File: src/rtl/fifo_wr_ctrl.sv
// Write-side pointer controller: all-or-nothing burst writes of up to MAXW entries.
// Accept/wcount are combinational off registered free; pointers and flags update one cycle after.
module fifo_wr_ctrl #(
  parameter int ALEN         = 3,
  parameter int MAXW         = 4,
  parameter int AFULL_THRESH = 2,
  parameter int CW           = $clog2(MAXW + 1)
) (
  input  logic            clk,
  input  logic            rstn,
  input  logic            i_wen,
  input  logic [CW-1:0]   i_wcount,
  input  logic [ALEN:0]   i_rptr,
  input  logic            i_clr_ovf,
  output logic            o_ram_wen,
  output logic [CW-1:0]   o_ram_wcount,
  output logic [ALEN-1:0] o_waddr,
  output logic [ALEN:0]   o_wptr,
  output logic [ALEN:0]   o_wptr_gray,
  output logic [ALEN:0]   o_wfree,
  output logic            o_wfull,
  output logic            o_wafull,
  output logic            o_woverflow
);

  localparam int PW = ALEN + 1;
  // One extra bit so requests above MAXW or the depth never alias when compared.
  localparam int XW = ALEN + 2;

  localparam logic [XW-1:0] MAXW_X  = XW'(MAXW);
  localparam logic [PW-1:0] DEPTH   = PW'(2 ** ALEN);
  localparam logic [PW-1:0] AFULL_P = PW'(AFULL_THRESH);

  logic [XW-1:0] wcount_x;
  logic [XW-1:0] free_x;
  logic [PW-1:0] wcount_p;
  logic          req;
  logic          fits;
  logic          accept;
  logic          reject;
  logic [PW-1:0] wptr_d;
  logic [PW-1:0] used_d;
  logic [PW-1:0] free_d;
  logic [PW-1:0] gray_d;

  always_comb begin
    wcount_x = XW'(i_wcount);
    free_x   = XW'(o_wfree);
    wcount_p = PW'(i_wcount);
    req      = i_wen & (|i_wcount);
    fits     = (wcount_x <= MAXW_X) && (wcount_x <= free_x);
    accept   = req & fits;
    reject   = req & ~fits;
    wptr_d   = accept ? (o_wptr + wcount_p) : o_wptr;
    // Occupancy uses the read pointer as seen this cycle, so free never over-reports.
    used_d   = wptr_d - i_rptr;
    free_d   = DEPTH - used_d;
    gray_d   = wptr_d ^ (wptr_d >> 1);
  end

  assign o_ram_wen    = accept;
  assign o_ram_wcount = accept ? i_wcount : '0;
  assign o_waddr      = o_wptr[ALEN-1:0];

  always_ff @(posedge clk) begin
    if (!rstn) begin
      o_wptr      <= '0;
      o_wptr_gray <= '0;
      o_wfree     <= DEPTH;
      o_wfull     <= 1'b0;
      o_wafull    <= 1'b0;
      o_woverflow <= 1'b0;
    end else begin
      o_wptr      <= wptr_d;
      o_wptr_gray <= gray_d;
      o_wfree     <= free_d;
      o_wfull     <= (free_d == '0);
      o_wafull    <= (free_d <= AFULL_P);
      // A reject in the same cycle as a clear keeps the flag set.
      if (reject)
        o_woverflow <= 1'b1;
      else if (i_clr_ovf)
        o_woverflow <= 1'b0;
    end
  end

endmodule

File: config.mk
export PLATFORM = sky130hd
export DESIGN_NAME = fifo_wr_ctrl
export DESIGN_NICKNAME = d
export VERILOG_FILES = /design/src/rtl/fifo_wr_ctrl.sv
export SDC_FILE = /design/constraint.sdc
export NUM_CORES = 1
export LEC_CHECK = 0
export ABC_AREA = 1
export CELL_PAD_IN_SITES_DETAIL_PLACEMENT = 1
export CELL_PAD_IN_SITES_GLOBAL_PLACEMENT = 2
export CORE_AREA = 8 8 78 80
export DETAILED_ROUTE_END_ITERATION = 8
export DIE_AREA = 0 0 86 88
export GPL_TIMING_DRIVEN = 0
export PLACE_DENSITY_LB_ADDON = 0.05
export SLEW_MARGIN = 20
export SYNTH_ARGS = -nofsm -noshare
export SYNTH_HDL_FRONTEND = slang
export SYNTH_SLANG_ARGS = --single-unit
File: constraint.sdc
create_clock -name clk -period 3 [get_ports clk]
set_clock_uncertainty 0.1 [all_clocks]
set_input_delay 0.6 -clock clk [delete_from_list [all_inputs] [get_ports clk]]
set_output_delay 0.6 -clock clk [all_outputs]
set_load 0.02 [all_outputs]
==> PnR_summary.wiki <==
{| class="wikitable"
! Metric !! Value
|-
| Hold_buf cts || 0
|-
| Count of flip-flops with a built-in enable after synthesis || 0
|-
| Proportion of power drawn by the clock network || 17.9%
|-
| Portion of synthesized cell area occupied by the leading cell type || 28.68%
|-
| Netlist cell types || 22
|-
| Most used flip-flop cell after synthesis || sky130_fd_sc_hd__dfxtp_1
|-
| Reg-to-reg critical path endpoint || o_wafull
|-
| Detail-routed net length per standard cell || 12.43 µm
|-
| Number of H-tree levels || 1
|-
| Share of the cycle needed by the critical path after routing || 97.19%
|-
| Synthesis warning total || 0
|-
| Overall Power || 884.5 µW
|-
| Die height || 88 µm
|-
| Site Rows || 26
|-
| Worst Path Class, Setup || in -> reg
|-
| Top-level I/O count || 33
|-
| Dominant cell by count in the synthesized netlist || sky130_fd_sc_hd__nand2_1
|-
| Worst-case clock buffer depth || 2
|-
| Mapped Cells || 139
|-
| Die Span X || 86 µm
|-
| Start point of the critical path || i_wcount[2]
|-
| Arrival time of data at the critical path endpoint || 2.96 ns
|-
| Class of the tightest hold or removal check || reg -> reg
|-
| Relative contribution of combinational cells to total power || 55.2%
|-
| Starting Density || 19.89%
|-
| Cell total after placement || 240
|-
| Count of inserted antenna diode cells || 0
|-
| Fin area || 1679 µm²
|-
| Floorplan die area || 7568 µm²
|-
| Reg2reg setup slack || 0.13 ns
|-
| Clk Latency, worst-skew pair || 0.25 ns
|-
| DRC violations left || 0
|-
| Storage cell area || 280.3 µm²
|-
| HPWL Detailed || 2.410 mm
|-
| Sequential-to-total area share from yosys stat || 28.68%
|-
| Total number of nets in the final design || 205
|-
| Routed via count divided by cell count || 3.821
|-
| Leading post-synthesis cells by cell area || sky130_fd_sc_hd__dfxtp_1 29%, sky130_fd_sc_hd__nand2_1 12%, sky130_fd_sc_hd__ha_1 12%
|-
| Number of CTS-inserted buffers || 3
|-
| Via count || 959
|-
| Net count after synthesis || 161
|-
| Setup repair after global routing missed its margin || yes
|-
| Initial antenna violation count || 0
|-
| Relative slew slack || 74.75%
|-
| Setup violators final || 0
|-
| Gr ovfl total || 0
|-
| Root Buffer || sky130_fd_sc_hd__clkbuf_8
|-
| Startpoint kind of the worst setup timing path || input port
|-
| Synthesized cell area || 977.2 µm²
|-
| Synth-to-Final Area Change || 71.83%
|-
| Final standard cell count with taps included and fillers excluded || 251
|-
| Area used by multi-input combinational logic || 653.1 µm²
|-
| Number of clock sinks seen by CTS || 14
|-
| Most frequent cells after synthesis || 32 x sky130_fd_sc_hd__nand2_1, 27 x sky130_fd_sc_hd__inv_1, 19 x sky130_fd_sc_hd__nor2_1
|-
| Core box area || 4912 µm²
|-
| Max-slew violation total from the final report || 0
|-
| Max IR drop VDD || 0.0001962 V
|-
| Critical path capture point type || flop
|-
| CP Capture Point || o_wafull
|-
| Final hold violation count || 0
|-
| Ratio of cells with drive above 1 in the final layout || 27.07%
|-
| Share of total power in sequential cells || 26.9%
|-
| Count of state elements after synthesis || 14
|-
| Syn_area_per_cell || 7.030 µm²
|-
| Via count of the first global-routing pass || 1042
|-
| Max Cap Viol || 0
|-
| Largest net degree at the start of global routing || 10
|-
| RR Startpoint || o_wfree[1]
|-
| Worst endpoint required time || 3.04 ns
|-
| Share of flip-flops with an asynchronous set or reset after synthesis || 0%
|-
| Count of buffers from port buffering || 31
|-
| Switch share || 38.61%
|-
| Leading area contributor after synthesis || sky130_fd_sc_hd__dfxtp_1
|-
| Switching power summed over all nets || 341.5 µW
|-
| Area post-placement || 1380 µm²
|-
| Max FO, Critical Path || 5
|-
| Number of cells on the worst reg-to-reg path || 21
|-
| DRC violation total after the first TritonRoute iteration || 10
|-
| Post-route antenna net violation count || 0
|-
| Ratio of total power to cell area || 526.8 nW/µm²
|-
| Global-route wire length before repair || 5.126 mm
|-
| Overall fraction of global-route tracks in use || 8.917%
|-
| Clk pin slew, worst setup/hold paths || 0.06 ns
|-
| Achievable clock frequency || 0.3430 GHz
|-
| Cell leakage power || 0.0007915 µW
|-
| Final weighted congestion in routability-driven placement || 0.7800
|-
| Filler instances || 593
|-
| Number of iterations in the first detailed-routing pass || 2
|-
| Internal power contribution || 543.1 µW
|-
| Final Routed Wirelength || 3.119 mm
|-
| Transition at the pin with the smallest max-transition slack || 0.3788 ns
|-
| Clock tree from TritonCTS || done
|-
| Outcome || complete, no violations
|-
| Fin crit period || 2.916 ns
|}
## final cells by class
| type | count | share of cell area, % |
|---|---|---|
| well taps | 70 | 5.216 |
| multi-input cells | 88 | 38.90 |
| clock buffers | 3 | 2.459 |
| repair buffers | 39 | 25.56 |
| plain buffers | 6 | 3.204 |
| flip-flops and latches | 14 | 16.69 |
| inverters | 31 | 7.973 |
## worst max-delay path, cell delays in order
cell                      delay (ns)
sky130_fd_sc_hd__buf_6          0.11
sky130_fd_sc_hd__ha_4           0.26
sky130_fd_sc_hd__nand3_1        0.07
sky130_fd_sc_hd__nand2_1        0.07
sky130_fd_sc_hd__inv_1          0.04
sky130_fd_sc_hd__nand2_2        0.08
sky130_fd_sc_hd__nand3_4        0.11
sky130_fd_sc_hd__buf_12         0.17
sky130_fd_sc_hd__o21ai_4        0.19
sky130_fd_sc_hd__nand2_1        0.08
sky130_fd_sc_hd__nand2_1        0.07
sky130_fd_sc_hd__inv_1          0.05
sky130_fd_sc_hd__ha_2           0.17
sky130_fd_sc_hd__fa_2           0.40
sky130_fd_sc_hd__xnor2_2        0.18
sky130_fd_sc_hd__inv_1          0.07
sky130_fd_sc_hd__nand3_2        0.06
sky130_fd_sc_hd__nand2_2        0.06
sky130_fd_sc_hd__nand2_2        0.08
sky130_fd_sc_hd__nor2_2         0.04
## worst min path at each step
stage                           start           to  slack, ns  depth (start not counted)
final                     o_woverflow  o_woverflow       0.37                          2
after global placement    o_woverflow  o_woverflow       0.37                          2
after detailed placement  o_woverflow  o_woverflow       0.37                          2
after global routing      o_woverflow  o_woverflow       0.42                          2
after CTS                 o_woverflow  o_woverflow       0.38                          2
after floorplan           o_woverflow  o_woverflow       0.44                          2
## layer usage
layer | part of all wire (%) | vias to the layer above | global-route usage [%]
met3 | 5.5 | 5 | 2.814
met4 | 1.8 | 0 | 4.299
li1 | - | 493 | -
met2 | 48 | 18 | 14.63
met5 | 0 | - | 0
met1 | 45 | 443 | 10.28
## metrics by stage
step | hold slack, ns | setup WS [ns] | TNS, ns | util (%)
5_1_grt | 0.4204 | -0.1083 | -0.2673 | 34.18
4_1_cts | 0.3848 | 0.009682 | 0 | 32.22
6_report | 0.3724 | 0.08421 | 0 | 34.18
3_3_place_gp | 0.3693 | -1.080 | -6.855 | 28.09
2_1_floorplan | 0.4400 | 0.001081 | 0 | -
3_5_place_dp | 0.3733 | -1.093 | -6.846 | 28.09
## placed cells by master, fill, tap and decap left out, types with 2 or more instances in the layout
master,synthesis,routed
sky130_fd_sc_hd__a21oi_1,2,2
sky130_fd_sc_hd__buf_12,0,4
sky130_fd_sc_hd__buf_4,4,10
sky130_fd_sc_hd__clkbuf_8,0,3
sky130_fd_sc_hd__clkdlybuf4s50_1,0,26
sky130_fd_sc_hd__dfxtp_1,14,14
sky130_fd_sc_hd__dlymetal6s2s_1,0,2
sky130_fd_sc_hd__ha_1,9,3
sky130_fd_sc_hd__ha_4,0,5
sky130_fd_sc_hd__inv_1,27,26
sky130_fd_sc_hd__inv_2,3,2
sky130_fd_sc_hd__nand2_1,32,27
sky130_fd_sc_hd__nand2_2,5,8
sky130_fd_sc_hd__nand2_4,0,2
sky130_fd_sc_hd__nand3_1,5,4
sky130_fd_sc_hd__nand4_1,2,2
sky130_fd_sc_hd__nor2_1,19,18
sky130_fd_sc_hd__nor2_4,2,3
sky130_fd_sc_hd__o21ai_0,2,2
sky130_fd_sc_hd__o21ai_4,2,2
sky130_fd_sc_hd__xnor2_1,3,2
## cell families after synthesis
kind of cell | count (synthesis) | synth area share [%]
AO/OA/AOI/OAI | 7 | 5.889
XOR/XNOR | 3 | 2.689
adder cells (fa/ha/maj) | 11 | 15.62
buffers and inverters | 37 | 16.52
flip-flops | 14 | 28.68
AND/OR/NAND/NOR | 67 | 30.60
## sequential cells by signal, indices dropped and copies added, names as in the netlist
name	cells
o_woverflow	1
o_wptr_gray	3
o_wafull	1
o_wfree	4
o_wfull	1
o_wptr	4
## what timing repair did
action	4_1_cts	5_1_grt
hold endpoints to repair	0	0
setup buffers	4	3
resized for setup	35	20
pin swaps	6	19
setup endpoints to repair	9	6
cloned	1	0
## power by group through the flow
| stage | Sequential [µW] | Combinational, µW | Clock [µW] |
|---|---|---|---|
| floorplan | 279 | 211 | 0 |
| global placement | 241 | 398 | 0 |
| detailed placement | 241 | 402 | 0 |
| CTS | 238 | 473 | 170 |
| global route | 242 | 541 | 180 |
| finish | 238 | 488 | 158 |
Power figures use the tool's default switching activity.
